==> src/rtl/irq_sequencer_pkg.sv <==
// Shared definitions for the interrupt/exception-entry sequencer.
package irq_sequencer_pkg;

  typedef enum logic [1:0] {
    ST_RUN   = 2'd0,
    ST_ENTRY = 2'd1,
    ST_WAIT  = 2'd2,
    ST_HALT  = 2'd3
  } state_e;

  localparam int NUM_IRQ_DEF   = 4;
  localparam int ENTRY_LEN_DEF = 3;
  localparam int EXC_NUM_W     = 2;

endpackage

==> src/rtl/irq_sequencer_prio_enc.sv <==
// Fixed-priority encoder: the lowest set request index wins.
module irq_prio_enc
  import irq_sequencer_pkg::*;
#(
  parameter int NUM_IRQ = NUM_IRQ_DEF
) (
  input  logic [NUM_IRQ-1:0]   irq,
  output logic                 any,
  output logic [EXC_NUM_W-1:0] index
);

  always_comb begin
    any   = |irq;
    index = '0;
    for (int i = NUM_IRQ - 1; i >= 0; i--) begin
      if (irq[i]) index = EXC_NUM_W'(i);
    end
  end

endmodule

==> src/rtl/irq_sequencer.sv <==
// Run/halt/wait control and exception-entry sequencing for a small CPU core.
//   state    | meaning
//   ST_RUN   | fetch/execute allowed, entry decisions taken on inst_done
//   ST_ENTRY | exception entry, ENTRY_LEN cycles, inst_done ignored
//   ST_WAIT  | stalled until any irq line rises
//   ST_HALT  | stopped, leaves only through rst
module irq_sequencer
  import irq_sequencer_pkg::*;
#(
  parameter int NUM_IRQ   = NUM_IRQ_DEF,
  parameter int ENTRY_LEN = ENTRY_LEN_DEF
) (
  input  logic                 clk,
  input  logic                 rst,
  input  logic                 inst_done,
  input  logic                 halt,
  input  logic                 _wait,
  input  logic                 ei,
  input  logic                 di,
  input  logic                 rti,
  input  logic                 _int,
  input  logic [NUM_IRQ-1:0]   irq,
  output logic                 cpu_run,
  output logic                 exc_triggered,
  output logic [1:0]           entry_phase,
  output logic                 exc_hw,
  output logic [EXC_NUM_W-1:0] exc_num,
  output logic [NUM_IRQ-1:0]   irq_ack,
  output logic                 ie,
  output logic                 halted
);

  localparam logic [1:0] PH_LAST = 2'(ENTRY_LEN - 1);

  state_e               state_q, state_d;
  logic                 ie_q, ie_d;
  logic                 saved_ie_q, saved_ie_d;
  logic [1:0]           phase_q, phase_d;
  logic                 exc_hw_q, exc_hw_d;
  logic [EXC_NUM_W-1:0] exc_num_q, exc_num_d;
  logic [NUM_IRQ-1:0]   irq_ack_q, irq_ack_d;

  logic                 irq_any;
  logic [EXC_NUM_W-1:0] irq_idx;
  logic                 take_sw, take_hw;

  irq_prio_enc #(.NUM_IRQ(NUM_IRQ)) u_prio_enc (
    .irq   (irq),
    .any   (irq_any),
    .index (irq_idx)
  );

  always_comb begin
    state_d    = state_q;
    ie_d       = ie_q;
    saved_ie_d = saved_ie_q;
    phase_d    = phase_q;
    exc_hw_d   = exc_hw_q;
    exc_num_d  = exc_num_q;
    irq_ack_d  = '0;
    take_sw    = 1'b0;
    take_hw    = 1'b0;

    case (state_q)
      ST_RUN: begin
        if (inst_done) begin
          // ie_q is the pre-update value, giving ei/di a one-instruction shadow
          take_sw = _int;
          take_hw = !_int && ie_q && irq_any;
          if (rti)     ie_d = saved_ie_q;
          else if (di) ie_d = 1'b0;
          else if (ei) ie_d = 1'b1;
          if (!take_sw && !take_hw) begin
            if (halt)       state_d = ST_HALT;
            else if (_wait) state_d = ST_WAIT;
          end
        end
      end
      ST_WAIT: begin
        if (irq_any) begin
          if (ie_q) take_hw = 1'b1;
          else      state_d = ST_RUN;
        end
      end
      ST_ENTRY: begin
        if (phase_q == PH_LAST) begin
          state_d = ST_RUN;
          phase_d = 2'd0;
        end else begin
          phase_d = phase_q + 2'd1;
        end
      end
      ST_HALT: ;
      default: state_d = ST_RUN;
    endcase

    // Entry overrides any ie update from the retiring instruction
    if (take_sw || take_hw) begin
      state_d    = ST_ENTRY;
      phase_d    = 2'd0;
      saved_ie_d = ie_q;
      ie_d       = 1'b0;
      exc_hw_d   = take_hw;
      exc_num_d  = take_hw ? irq_idx : '0;
      if (take_hw) irq_ack_d = {{(NUM_IRQ-1){1'b0}}, 1'b1} << irq_idx;
    end
  end

  always_ff @(posedge clk) begin
    if (rst) begin
      state_q    <= ST_RUN;
      ie_q       <= 1'b0;
      saved_ie_q <= 1'b0;
      phase_q    <= 2'd0;
      exc_hw_q   <= 1'b0;
      exc_num_q  <= '0;
      irq_ack_q  <= '0;
    end else begin
      state_q    <= state_d;
      ie_q       <= ie_d;
      saved_ie_q <= saved_ie_d;
      phase_q    <= phase_d;
      exc_hw_q   <= exc_hw_d;
      exc_num_q  <= exc_num_d;
      irq_ack_q  <= irq_ack_d;
    end
  end

  assign cpu_run       = (state_q == ST_RUN);
  assign exc_triggered = (state_q == ST_ENTRY);
  assign halted        = (state_q == ST_HALT);
  assign entry_phase   = phase_q;
  assign exc_hw        = exc_hw_q;
  assign exc_num       = exc_num_q;
  assign irq_ack       = irq_ack_q;
  assign ie            = ie_q;

endmodule
==> config.mk <==
export PLATFORM = sky130hd
export DESIGN_NAME = irq_sequencer
export DESIGN_NICKNAME = d
export VERILOG_FILES = /design/src/rtl/irq_sequencer_pkg.sv /design/src/rtl/irq_sequencer_prio_enc.sv /design/src/rtl/irq_sequencer.sv
export SDC_FILE = /design/constraint.sdc
export NUM_CORES = 1
export LEC_CHECK = 0
export ABC_AREA = 0
export CAP_MARGIN = 20
export CELL_PAD_IN_SITES_DETAIL_PLACEMENT = 1
export CELL_PAD_IN_SITES_GLOBAL_PLACEMENT = 1
export CORE_MARGIN = 3
export CORE_UTILIZATION = 31
export CTS_BUF_LIST = sky130_fd_sc_hd__clkbuf_4
export DETAILED_ROUTE_END_ITERATION = 8
export PLACE_DENSITY = 0.89
export SYNTH_ARGS = -nofsm -noshare
export SYNTH_HDL_FRONTEND = slang
export SYNTH_SLANG_ARGS = --single-unit
==> constraint.sdc <==
create_clock -name clk -period 2 [get_ports clk]
set_input_delay 0.2 -clock clk [delete_from_list [all_inputs] [get_ports clk]]
set_output_delay 0.2 -clock clk [all_outputs]
set_load 0.02 [all_outputs]
==> results.cfg <==
[run_status]
status = complete, no violations

[sta]
tns_ns = 0
rsz0062_at_grt = no
fmax_mhz = 565
hold_viol_final = 0
maxSlewHeadroom = 0.726
fin_crit_ns = 1.77
finalClockSkew_ns = 0.00295
finalSetupViolations = 0
slew_violations = 0
period_share = 0.885
worst_slew_pin_slew_ns = 0.405
hold-worst-slack_ns = 0.468

[synth]
ys_warn_count = 0
synth_seq_cells = 13
synth_cell_types = 29
syn_inst = 74
syn_nets = 91
netlist_area_sq_um = 653
avgSynthCellArea_sq_um = 8.83
ys_seq_area_frac = 0.398

[critical_path]
criticalPathCategory = reg2out
slowest_delay_ns = 0.63
slowest_stage = clkdlybuf4s50_1
worstPathArrival_ns = 1.57
startpoint_type = flip-flop
cp.required_ns = 1.80
end_kind = output port
critPathMaxFanout = 4
path_cells = ha_1 > clkdlybuf4s50_1

[cells_and_area]
fin_util = 0.539
area_growth_pct = 53.4
num_antenna_cells = 0
fin_area_sq_um = 1000
fillerInstances = 232
nNetsFinal = 125
drive_gt1_frac = 0.121

[floorplanning]
fp.dieW_microns = 51.9
dieArea_sq_um = 2690
die_h_microns = 51.9
start_util = 0.352
ios = 26
core_area_sq_um = 1860
row_count = 15

[detailed_routing]
drtIter0Drc = 6
drtAntennaViolNets = 0
wl_per_cell_microns = 14.2
drt-total-wl_microns = 1870
vias_per_cell = 5.05
via_count = 667
drtPass1Iterations = 4
drc = 0

[global_routing]
grt_pass1_vias = 707
antenna_found_initial = 0
grt_max_degree = 8
grt_pass1_wl_microns = 3260
gr-usage-all-layers = 0.164
overflow = 0

[pwr]
p_leak_nw = 0.401
total_power_mw = 1.01
power_density_nw_per_um2 = 1010
ir_worst_vdd_mv = 0.584

[placement]
place_congestion = 0.841
placed_area_sq_um = 965
hpwlAfterDp_microns = 1520
portBuffers = 25

[clock_tree]
clkTransAtPathRegs_ns = 0.07
post_cts_buffers = 0
clock_latency_ns = 0.27
cts_root_buf = clkbuf_4
hold_buffers = 0
tritoncts = yes
clock_path_buffers = 2
numCtsBuffers = 3
clock-sinks = 13
ctsResizeCount = 0
htreeDepth = 1

[hold_path]
hold_path.class = reg2reg

[run]
max_cap_violations = 0
==> per-layer routing <==
metal  vias up  global-route usage  wire length, microns
met4         0              0.0611                    34
met1       316               0.193                   796
met5         -                   0                     0
met3         4              0.0544                   101
li1        334                   -                     -
met2        13               0.272                   937
==> placed cells by master (no fill, tap or decap), types with 2 or more instances in the layout <==
master,synthesis,final
nor3_1,3,3
buf_4,0,4
nor2_1,11,11
nand2_1,4,4
o21ai_0,3,3
a211oi_1,2,2
clkdlybuf4s50_1,0,24
clkbuf_4,0,4
a21oi_1,5,5
a21o_1,2,2
inv_1,7,7
dfxtp_1,13,13
nand2b_1,2,2
ha_1,4,4
==> Yosys cell counts, drive strengths merged <==
master   instances  share of area
or2              1         0.0096
nand2            4          0.023
nand3b           1          0.011
nor4             1         0.0096
nand3            1         0.0077
o31ai            1          0.033
o41ai            1          0.025
mux2i            1          0.015
o22ai            1         0.0096
ha               4          0.077
nor2            11          0.063
nor4b            1          0.013
inv              7          0.040
o2bb2ai          1          0.013
nor3b            1          0.011
o311ai           1          0.013
dfxtp           13           0.40
nand4            1         0.0096
a21o             2          0.023
o21ai            3          0.023
a21oi            5          0.038
a31oi            1         0.0096
o41a             1          0.017
a211oi           3          0.042
nand2b           2          0.019
and3             2          0.021
nor3             3          0.023
==> critical path: cells and delay by family (launching register included) <==
kind,cells,cell delay [ns]
buf+inv,1,0.63
flops,1,0.40
fa+ha+maj,1,0.26
==> metrics by stage <==
stage	worst slack [ns]	instances
after floorplan	0.284	74
after global placement	0.114	128
after detailed placement	0.0438	128
after CTS	0.102	132
after global routing	0.0619	132
final	0.230	132
==> state kept, by name (all words and copies together) (netlist names) <==
signal	cells
saved_ie_q	1
exc_hw	1
exc_num	2
irq_ack	4
entry_phase	2
ie	1
state_q	2
==> power by group <==
part	switching [mW]	total [mW]	internal, mW
clock network	0.0793	0.170	0.0909
registers	0.0393	0.337	0.298
logic	0.280	0.505	0.225
==> final timing paths <==
check                     startpoint                     to  slack [ns]  depth (start not counted)
max          state_q[1]$_SDFFE_PP0P_                 halted        0.23                          2
min              exc_hw$_SDFFE_PP0P_    exc_hw$_SDFFE_PP0P_        0.47                          1
min reg2reg      exc_hw$_SDFFE_PP0P_    exc_hw$_SDFFE_PP0P_        0.47                          1
max reg2reg  state_q[1]$_SDFFE_PP0P_  irq_ack[3]$_SDFF_PP0_        0.25                          6
==> layout make-up <==
cell class	count	area [sq um]	share of cell area
flip-flops and latches	13	260	0.260
repair buffers	29	283	0.282
clock buffers	4	30.0	0.0300
well taps	25	31.3	0.0312
inverters	7	26.3	0.0262
multi-input cells	54	372	0.371
==> cell families (layout without fill, tap and decap cells) <==
kind of cell / count (synthesis) / after routing / synth area share
flip-flops: 13 / 13 / 0.398
multiplexers: 1 / 1 / 0.0153
AND/OR/NAND/NOR: 29 / 29 / 0.222
adder cells (fa/ha/maj): 4 / 4 / 0.0766
AO/OA/AOI/OAI: 20 / 20 / 0.247
buffers and inverters: 7 / 40 / 0.0402
Note: power is estimated with default switching activity, not from simulation.
